### src/rtl/fir_pkg.sv
// fir_pkg: shared widths, rounding constant and saturation helper for the FIR taps
package fir_pkg;
  localparam int FIR_DATA_WIDTH = 16;
  localparam int FIR_DATA_WIDTH_F = 14;
  localparam int FIR_ROUND_C = 1 << (FIR_DATA_WIDTH_F - 1);
  function automatic int round_const(input int f);
    return 1 << (f - 1);
  endfunction
  // Clamp a wide signed value into the signed range of a w-bit word.
  function automatic logic signed [63:0] sat(input logic signed [63:0] x, input int w);
    logic signed [63:0] mx;
    logic signed [63:0] mn;
    mx = (64'sd1 <<< (w - 1)) - 64'sd1;
    mn = -mx - 64'sd1;
    return x > mx ? mx : x < mn ? mn : x;
  endfunction
endpackage

### src/rtl/fir_systolic_tap_if.sv
// fir_systolic_tap_if: sample, partial-sum and coefficient signals of one tap
interface fir_systolic_tap_if import fir_pkg::*; #(
  parameter int DATA_WIDTH = FIR_DATA_WIDTH
);
  logic enable;
  logic signed [DATA_WIDTH-1:0] a_in;
  logic signed [DATA_WIDTH-1:0] b_in;
  logic signed [DATA_WIDTH-1:0] h_in;
  logic signed [DATA_WIDTH-1:0] a_out;
  logic signed [DATA_WIDTH-1:0] b_out;
  modport master (output enable, a_in, b_in, h_in, input a_out, b_out);
  modport slave (input enable, a_in, b_in, h_in, output a_out, b_out);
endinterface

### src/rtl/fir_systolic_tap_delay.sv
// delay: zero-latency pass-through marking a systolic stage boundary
module delay #(
  parameter int DATA_WIDTH = 16
) (
  input  logic signed [DATA_WIDTH-1:0] data_in,
  output logic signed [DATA_WIDTH-1:0] data_out
);
  assign data_out = data_in;
endmodule

### src/rtl/fir_systolic_tap.sv
// fir_systolic_tap: one systolic FIR tap, b_out = sat(b_in + round(a_in[n-1] * h_in))
module fir_systolic_tap import fir_pkg::*; #(
  parameter int DATA_WIDTH = FIR_DATA_WIDTH,
  parameter int DATA_WIDTH_F = FIR_DATA_WIDTH_F
) (
  input logic clk,
  input logic reset,
  fir_systolic_tap_if.slave bus
);
  logic signed [DATA_WIDTH-1:0] a_r1_q, a_r1_d, a_r2_q, a_r2_d, b_r_q, b_r_d;
  logic signed [2*DATA_WIDTH-1:0] p, pr;
  logic signed [DATA_WIDTH-1:0] prod;
  logic signed [DATA_WIDTH:0] sum;
  // The product uses a_r1, so the sum path runs one stage behind the sample path.
  always_comb begin
    p = (2*DATA_WIDTH)'(a_r1_q) * (2*DATA_WIDTH)'(bus.h_in);
    pr = (p + (2*DATA_WIDTH)'(round_const(DATA_WIDTH_F))) >>> DATA_WIDTH_F;
    prod = DATA_WIDTH'(sat(64'(pr), DATA_WIDTH));
    sum = (DATA_WIDTH+1)'(bus.b_in) + (DATA_WIDTH+1)'(prod);
    a_r1_d = bus.enable ? bus.a_in : a_r1_q;
    a_r2_d = bus.enable ? a_r1_q : a_r2_q;
    b_r_d = bus.enable ? DATA_WIDTH'(sat(64'(sum), DATA_WIDTH)) : b_r_q;
  end
  always_ff @(posedge clk) begin
    if (reset) begin
      a_r1_q <= '0;
      a_r2_q <= '0;
      b_r_q <= '0;
    end else begin
      a_r1_q <= a_r1_d;
      a_r2_q <= a_r2_d;
      b_r_q <= b_r_d;
    end
  end
  delay #(.DATA_WIDTH(DATA_WIDTH)) u_delay_a (.data_in(a_r2_q), .data_out(bus.a_out));
  delay #(.DATA_WIDTH(DATA_WIDTH)) u_delay_b (.data_in(b_r_q), .data_out(bus.b_out));
endmodule

### src/flat_wrapper.sv
// flat-port wrapper written by rule: the top's interface ports become plain ports
module fir_systolic_tap_flat import fir_pkg::*;
#(
  parameter int DATA_WIDTH = FIR_DATA_WIDTH,
  parameter int DATA_WIDTH_F = FIR_DATA_WIDTH_F
)
  (clk, reset, bus_enable, bus_a_in, bus_b_in, bus_h_in, bus_a_out, bus_b_out);
  fir_systolic_tap_if #(.DATA_WIDTH(DATA_WIDTH)) bus_i ();
  input logic clk;
  input logic reset;
  input wire logic [$bits(bus_i.enable)-1:0] bus_enable;
  input wire logic [$bits(bus_i.a_in)-1:0] bus_a_in;
  input wire logic [$bits(bus_i.b_in)-1:0] bus_b_in;
  input wire logic [$bits(bus_i.h_in)-1:0] bus_h_in;
  output wire logic [$bits(bus_i.a_out)-1:0] bus_a_out;
  output wire logic [$bits(bus_i.b_out)-1:0] bus_b_out;
  assign bus_i.enable = bus_enable;
  assign bus_i.a_in = bus_a_in;
  assign bus_i.b_in = bus_b_in;
  assign bus_i.h_in = bus_h_in;
  assign bus_a_out = bus_i.a_out;
  assign bus_b_out = bus_i.b_out;
  fir_systolic_tap #(.DATA_WIDTH(DATA_WIDTH), .DATA_WIDTH_F(DATA_WIDTH_F)) u_core (.clk(clk), .reset(reset), .bus(bus_i));
endmodule
### config.mk
export PLATFORM = sky130hd
export DESIGN_NAME = fir_systolic_tap_flat
export DESIGN_NICKNAME = d
export VERILOG_FILES = /design/src/rtl/fir_pkg.sv /design/src/rtl/fir_systolic_tap_if.sv /design/src/rtl/fir_systolic_tap_delay.sv /design/src/rtl/fir_systolic_tap.sv /design/src/flat_wrapper.sv
export SDC_FILE = /design/constraint.sdc
export NUM_CORES = 1
export LEC_CHECK = 0
export BUFFER_PORTS_ARGS = -buffer_cell sky130_fd_sc_hd__buf_2
export CAP_MARGIN = 20
export CORE_UTILIZATION = 38
export CTS_CLUSTER_SIZE = 28
export DETAILED_ROUTE_END_ITERATION = 8
export GPL_TIMING_DRIVEN = 0
export PLACE_DENSITY = 0.52
export SLEW_MARGIN = 20
export SYNTH_ARGS = -nofsm -noshare
export SYNTH_HDL_FRONTEND = slang
export SYNTH_HIERARCHICAL = 1
export SYNTH_SLANG_ARGS = --single-unit
### constraint.sdc
create_clock -name clk -period 11 [get_ports clk]
set_input_delay 1.65 -clock clk [delete_from_list [all_inputs] [get_ports clk]]
set_output_delay 1.65 -clock clk [all_outputs]
set_load 0.01 [all_outputs]
==> results.cfg, run 1 <==
[run_status]
run_status = finished, final reports clean

[global_routing]
grt_pass1_vias = 9736
grt_use_met2 = 0.3635
grt_use_met3 = 0.01882
grt_max_degree = 17
grt_pass1_wl_mm = 51.97
grt-busiest-layer = met2
grtUsageTotal = 0.2011
antenna_found_initial = 2
grt-ovfl-total = 0
gr-usage-met1 = 0.2685

[flow_run]
cap_violations = 0

[cts]
ctsRootBufferMaster = clkbuf_16
cts_buffer_depth = 2
hold_buffers = 0
ctsHtreeMaxLevel = 2
post_cts_buffers = 0
clk_pin_slew_ps = 70
cts.sinks = 48
insertion_delay_ps = 300
cts_tree = built
cts_resized = 0
cts_made_buffers = 5

[detailed_routing]
viasPerCell = 4.762
first_iter_violations = 422
postRouteWirelength_mm = 30.78
post-route-drc-count = 0
num_vias = 9095
ant_nets = 0
dr.pass1.iters = 5
wl_per_cell_um = 16.12

[die]
rows = 66
ios = 83
die_w_um = 183.7
die_area_um2 = 33730
fp.dieH_um = 183.7
core_area_um2 = 32540
initial_core_util = 0.3854

[yosys]
synth_nets = 1794
ys_async_sr_fraction = 0
synth-seq-cells = 48
synth_cells = 1387
ys.flop_type = dfxtp_1
synth.avg_cell_area_um2 = 9.042
synth-seq-area-share = 0.07662
synth_edf_count = 0
synth_warnings = 6
netlist_area_um2 = 12540
ys_types = 57

[timing]
fin_setup_tns_ps = 0
max_freq_ghz = 0.09658
slew_violations = 0
rsz0062_at_grt = false
finalCriticalPeriod_ps = 10350
fin_crit_sh = 0.9413
skew_ps = 12.34
setup_viol = 0
hold_viol = 0
relSlewSlack = 0.4808
setup_ws_ps = 646.1
tightest_slew_ps = 778.8

[layout]
design_area_um2 = 13670
layout_common_cells = 310 x inv_1, 262 x fa_1, 139 x nand2_1, 120 x and2_1, 93 x ha_1
nNetsFinal = 1873
drive_gt1_frac = 0.1002
synthToLayoutAreaGrowth_pct = 9.009
final_core_util = 0.4202
final_common_cell = inv_1

[worst_setup_path]
r2r_start = u_core/a_r1_q[15]
r2r-end = u_core/b_r_q[12]
cp-start-kind = input port
crit_slowest_cell = fa_2
end_kind = register
slowest_delay_ps = 780
crit_top_cell = fa_1
timing.reg2reg.setup_slack_ps = 980
worst-endpoint-arrival_ps = 10560
reg2reg_depth = 33
worstSetupPathType = input port to register
path_max_fanout = 16
cp_data_required_time_ps = 11210

[hold_path]
worstHoldEndpoint = u_core/b_r_q[11]
min_from = u_core/b_r_q[11]
hold_path.class = register to register
hold_path_depth = 2

[placed_design]
dp_slack_ps = -181.5
io_buffers = 81
place_area_um2 = 13500
globalplace.congestion = 0.8393
hpwl_mm = 27.45
==> worst max-delay path by stage <==
stage	startpoint	endpoint	cells past startpoint
final	bus_h_in[1]	u_core/b_r_q[12]	32
after global routing	bus_h_in[1]	u_core/b_r_q[12]	34
after CTS	bus_h_in[1]	u_core/b_r_q[10]	35
after detailed placement	bus_h_in[1]	u_core/b_r_q[10]	35
after global placement	bus_h_in[1]	u_core/b_r_q[12]	35
after floorplan	bus_h_in[1]	u_core/b_r_q[14]	32
==> critical path: cells and delay by family <==
family | cells | cell delay [ps]
buffers and inverters | 7 | 1020
adders and majority gates | 9 | 4200
AOI/OAI and AO/OA | 12 | 3000
xor gates and xnor gates | 1 | 130
and+or+nand+nor | 3 | 510
==> registers in the layout, indices dropped and copies added, names as in the netlist <==
name / cells
u_core/a_r2_q: 16
u_core/b_r_q: 16
u_core/a_r1_q: 16
==> per-stage QoR <==
step	hold slack (ps)	cells
after floorplan	460.4	1387
after global placement	478.0	1910
after detailed placement	478.6	1910
after CTS	489.7	1918
after global routing	516.2	1909
final	486.1	1910
==> area by class of cell <==
class | count | area, um^2
tap | 442 | 553.0
buffer | 74 | 411.6
sequential | 48 | 960.9
multi-input combinational | 946 | 9980
inverter | 310 | 1164
timing repair buffer | 81 | 405.4
fill | 3427 | 18870
clock buffer | 5 | 125.1
antenna | 1 | 2.502
clock inverter | 3 | 68.82
==> cell usage after synthesis (all sizes together), types with 8 or more instances <==
cell	instances	area (um^2)
inv	310	1164
fa	263	5265
nand2	139	521.8
and2	121	757.0
ha	93	1164
nor2	64	247.7
dfxtp	48	960.9
clkbuf	44	165.2
buf	39	280.3
mux2i	36	360.4
a21oi	33	168.9
o21ai	25	128.9
xnor2	24	210.2
a21o	23	172.7
xor2	15	131.4
nor3	11	55.05
a211oi	8	72.57
a31oi	8	50.05
o21bai	8	60.06
==> metal layers <==
metal / up-vias / routed length [um]
li1: 4335 / -
met1: 4624 / 13660
met2: 121 / 15920
met3: 15 / 967
met4: 0 / 235
met5: - / 0
==> cell families after synthesis <==
logic type,Yosys count,share of synthesized area
xor+xnor,39,0.02724
flops,48,0.07662
fa+ha+maj,357,0.5134
compound gates,144,0.08161
buf+inv,393,0.1283
simple gates,370,0.1441
mux,36,0.02873
Power of run 1 is left out: the tool's default activity adds up to more than one toggle a clock period on the data nets, which glitch-free logic cannot reach.
==> run 2: changes to the inputs <==
Settings changed: GPL_TIMING_DRIVEN 0 to not set, PLACE_DENSITY 0.52 to 0.62.
==> run 2 against run 1 <==
- worst setup slack better by 88 ps
- utilization fell by 1.1 points
- clock skew down 3.1 ps
- global-route usage fell by 1.3 points
- sequential cell count stayed put
- via count fell by 0.16%
- first-iteration DRC count down 16%
- final cell count is 3.5% lower
- routed wire length fell by 4.8%
- hold slack got worse by 1.3 ps
- critical path type unchanged
==> results.cfg, run 2 (same netlist as run 1, synthesis figures left out) <==
[detailed_routing]
ant_nets = 0
wl_per_cell_um = 15.89
post-route-drc-count = 0
dr.pass1.iters = 5
viasPerCell = 4.924
first_iter_violations = 355
postRouteWirelength_mm = 29.30
num_vias = 9080

[worst_setup_path]
timing.reg2reg.setup_slack_ps = 1500
cp-start-kind = input port
path_max_fanout = 16
crit_top_cell = fa_1
cp_data_required_time_ps = 11200
end_kind = register
worstSetupPathType = input port to register
crit_path_start = bus_h_in[1]
reg2reg_depth = 30
crit_slowest_cell = fa_2
slowest_delay_ps = 790
r2r_start = u_core/a_r1_q[15]
r2r-end = u_core/b_r_q[10]
worst-endpoint-arrival_ps = 10470

[timing]
relSlewSlack = 0.3492
rsz0062_at_grt = false
fin_setup_tns_ps = 0
tightest_slew_ps = 974.8
setup_viol = 0
max_freq_ghz = 0.09741
slew_violations = 0
finalCriticalPeriod_ps = 10270
hold_viol = 0
fin_crit_sh = 0.9332
skew_ps = 9.257

[die]
initial_core_util = 0.3854
core_area_um2 = 32540
ios = 83
die_area_um2 = 33730
die_w_um = 183.7
rows = 66
fp.dieH_um = 183.7

[hold_path]
hold_path_depth = 2
hold_path.class = register to register
worstHoldEndpoint = u_core/b_r_q[9]
min_from = u_core/b_r_q[9]

[global_routing]
grtUsageTotal = 0.1880
grt_pass1_vias = 10081
grt_pass1_wl_mm = 49.97
antenna_found_initial = 2
grt-ovfl-total = 0
grt_max_degree = 66

[placed_design]
hpwl_mm = 24.27
io_buffers = 82
dp.cells = 1836
globalplace.congestion = 0.8425

[cts]
clk_pin_slew_ps = 70
ctsRootBufferMaster = clkbuf_16
ctsHtreeMaxLevel = 2
cts_buffer_depth = 2
cts.sinks = 48
post_cts_buffers = 0
cts_tree = built
insertion_delay_ps = 290
hold_buffers = 0
cts_made_buffers = 5

[flow_run]
cap_violations = 0

[layout]
diodes = 0
reg.largest.list = u_core/a_r1_q x16, u_core/a_r2_q x16, u_core/b_r_q x16
layoutNonFillerInstCount = 1844
drive_gt1_frac = 0.08488
nNetsFinal = 1808
layout_common_cells = 310 x inv_1, 262 x fa_1, 139 x nand2_1, 120 x and2_1, 93 x ha_1
synthToLayoutAreaGrowth_pct = 6.046
final_common_cell = inv_1

[run_status]
run_status = finished, final reports clean
-- run 2: cell types whose count changed in the layout (fill, tap and decap cells not counted) --
cell       previous run  this run
o22ai_1               1         2
buf_4                33         8
diode_2               1         0
clkinv_4              0         1
inv_6                 1         0
buf_2                83        82
bufinv_16             2         1
buf_6                 1         0
o22ai_2               1         0
clkbuf_1             35         0
clkbuf_8              0         1
buf_1                 3         0
-- run 2: critical path: cells and delay by family --
kind,cells,cell delay [ps]
buf+inv,5,590
fa+ha+maj,9,4250
compound gates,10,2460
simple gates,7,1540
-- run 2: worst max-delay path by stage --
stage,to,slack (ps),depth (start not counted)
5_1_grt,u_core/b_r_q[9],130,31
2_1_floorplan,u_core/b_r_q[14],1220,32
3_5_place_dp,u_core/b_r_q[10],320,31
3_3_place_gp,u_core/b_r_q[8],590,31
6_report,u_core/b_r_q[10],730,31
4_1_cts,u_core/b_r_q[10],640,31
-- run 2: layout make-up --
class                           count  area, um^2
Clock buffer                        6       138.9
Clock inverter                      2       38.79
Fill cell                        3322       19240
Inverter                          310        1164
Multi-Input combinational cell    946        9973
Sequential cell                    48       960.9
Tap cell                          442       553.0
Timing Repair Buffer               90       470.5
-- run 2: metal layers --
| metal | vias up | track usage | part of all wire |
|---|---|---|---|
| met5 | - | 0 | 0.00085 |
| met1 | 4612 | 0.2303 | 0.41 |
| met4 | 4 | 0.05000 | 0.027 |
| met2 | 212 | 0.3489 | 0.52 |
| li1 | 4194 | - | - |
| met3 | 58 | 0.01862 | 0.040 |
-- run 2: timing repair --
action | 4_1_cts | 5_1_grt
endpoints found under the setup margin | 0 | 3
hold endpoints to repair | 0 | 0
gates resized for setup | 0 | 1
-- run 2: per-stage QoR --
step                      worst slack, ps  utilization  instance area [um^2]  hold WS, ps
after floorplan                      1218            -                 12540        460.4
after global placement              587.0       0.4032                 13120        469.2
after detailed placement            320.5       0.4032                 13120        477.1
after CTS                           637.6       0.4087                 13300        491.9
after global routing                131.8       0.4087                 13300        509.2
final                               734.6       0.4087                 13300        484.8
Power of run 2 is left out for the same reason.
==> run 3: changes to the inputs <==
Settings changed: ABC_AREA set to 1, CTS_BUF_LIST set to sky130_fd_sc_hd__clkbuf_8, CTS_CLUSTER_SIZE 28 to 8.
==> run 3 against run 2 <==
- sequential share of layout area fell by 0.46 points
- worst setup slack improved by 890 ps
- largest cell class unchanged
- utilization shrank 0.17 points
- clock-buffer cell count down 1
- hold slack lost 11 ps
- global-route usage grew 0.49 points
==> results.cfg, run 3 <==
[yosys]
synth_common_cells = 484 x inv_1, 457 x nand2_1, 263 x fa_1
synth_top_area_frac = 0.3866
yosysMostFrequentCell = inv_1
synth_warnings = 6
netlist_area_um2 = 13620
ys_async_sr_fraction = 0
ys_types = 39
synth-seq-area-share = 0.07055
ys_top_cells_by_area = fa_1 39%, inv_1 13%, nand2_1 13%
synth_edf_count = 0
ys.flop_type = dfxtp_1
synth_nets = 2275
synth_cells = 1868
synth.avg_cell_area_um2 = 7.292
synth_area_leader_cell = fa_1
synth-seq-cells = 48

[worst_setup_path]
end_kind = register
cp_data_required_time_ps = 11200
crit_slowest_cell = fa_1
slowest_delay_ps = 880
cp-start-kind = input port
worst-endpoint-arrival_ps = 9570
path_max_fanout = 16
crit_top_cell = nand2_1
worstSetupPathType = input port to register

[run_status]
run_status = finished, final reports clean

[layout]
final_common_cell = inv_1
layout_common_cells = 483 x inv_1, 457 x nand2_1, 263 x fa_1, 164 x nor2_1, 93 x ha_1
reg.largest.list = u_core/a_r1_q x16, u_core/a_r2_q x16, u_core/b_r_q x16
nNetsFinal = 2259
nFillCells = 3601
synthToLayoutAreaGrowth_pct = 4.244
diodes = 0
drive_gt1_frac = 0.08203

[timing]
slew_violations = 0
finalCriticalPeriod_ps = 9373
setup_viol = 0
max_freq_ghz = 0.1067
hold_viol = 0
fin_crit_sh = 0.8521
relSlewSlack = 0.2574
rsz0062_at_grt = false
tightest_slew_ps = 1112
skew_ps = 8.931
fin_setup_tns_ps = 0

[die]
rows = 68
die_w_um = 191.3
ios = 83
fp.dieH_um = 191.3
die_area_um2 = 36610
core_area_um2 = 34880
initial_core_util = 0.3905

[detailed_routing]
first_iter_violations = 614
ant_nets = 0
dr.pass1.iters = 5
num_vias = 10830
post-route-drc-count = 0
postRouteWirelength_mm = 33.06
wl_per_cell_um = 14.32
viasPerCell = 4.692

[cts]
cts_resized = 0
cts.sinks = 48
ctsRootBufferMaster = clkbuf_8
cts_buffer_depth = 2
ctsHtreeMaxLevel = 2
cts_made_buffers = 5
insertion_delay_ps = 310
post_cts_buffers = 0
clk_pin_slew_ps = 90
hold_buffers = 0
cts_tree = built

[placed_design]
hpwl_mm = 28.24
globalplace.congestion = 0.9159
io_buffers = 82

[flow_run]
cap_violations = 0

[global_routing]
grtUsageTotal = 0.1928
grt_pass1_vias = 11229
grt-ovfl-total = 0
grt_pass1_wl_mm = 56.59
antenna_found_initial = 0
grt_max_degree = 49

[hold_path]
hold_path.class = register to register
[run 3: changes by cell type after synthesis, moves of 36 or more]
| cell | delta |
|---|---|
| and2_1 | -116 |
| inv_1 | +174 |
| mux2i_1 | -36 |
| nand2_1 | +318 |
| nor2_1 | +101 |
| o21ai_0 | +42 |
[run 3: critical path: cells and delay by family]
kind / cells / cell delay [ps]
fa+ha+maj: 9 / 4380
buf+inv: 7 / 840
compound gates: 1 / 60
simple gates: 21 / 2650
[run 3: worst paths after layout]
| path | cells after the start | from | slack (ps) | end |
|---|---|---|---|---|
| max | 38 | bus_h_in[1] | 1630 | u_core/b_r_q[1] |
| min | 2 | u_core/b_r_q[0] | 470 | u_core/b_r_q[0] |
| max reg2reg | 37 | u_core/a_r1_q[15] | 2410 | u_core/b_r_q[1] |
| min reg2reg | 2 | u_core/b_r_q[0] | 470 | u_core/b_r_q[0] |
[run 3: logic make-up (layout without fill, tap and decap cells)]
kind of cell,after synthesis,count (layout),synth area share
and+or+nand+nor,713,713,0.2153
DFF,48,48,0.07055
buffers and inverters,602,587,0.1775
adders and majority gates,356,356,0.4720
AOI/OAI and AO/OA,122,122,0.04731
xor gates and xnor gates,27,27,0.01736
[run 3: metal layers]
metal / wire length (um) / track usage / vias up
met1: 15290 / 0.2692 / 5296
met5: 0 / 0 / -
met3: 1572 / 0.01873 / 22
met2: 15860 / 0.3301 / 252
li1: - / - / 5260
met4: 336 / 0.02503 / 0
[run 3: cell type report]
class	instances	area [um^2]	share of cell area
Clock buffer	5	68.82	0.004847
Sequential cell	48	960.9	0.06768
Multi-Input combinational cell	1218	10240	0.7214
Tap cell	455	569.3	0.04010
Timing Repair Buffer	87	467.9	0.03296
Inverter	492	1847	0.1301
Clock inverter	3	42.54	0.002996
[run 3: through the flow]
step           utilization  setup WS (ps)  hold WS, ps  area (um^2)  cells
2_1_floorplan            -           1953        439.6        13620   1868
3_3_place_gp        0.4030           1413        455.0        14060   2299
3_5_place_dp        0.4030           1302        456.1        14060   2299
4_1_cts             0.4062           1611        469.1        14170   2307
5_1_grt             0.4070          908.7        513.2        14200   2308
6_report            0.4070           1627        474.1        14200   2308
Power of run 3 is left out for the same reason.
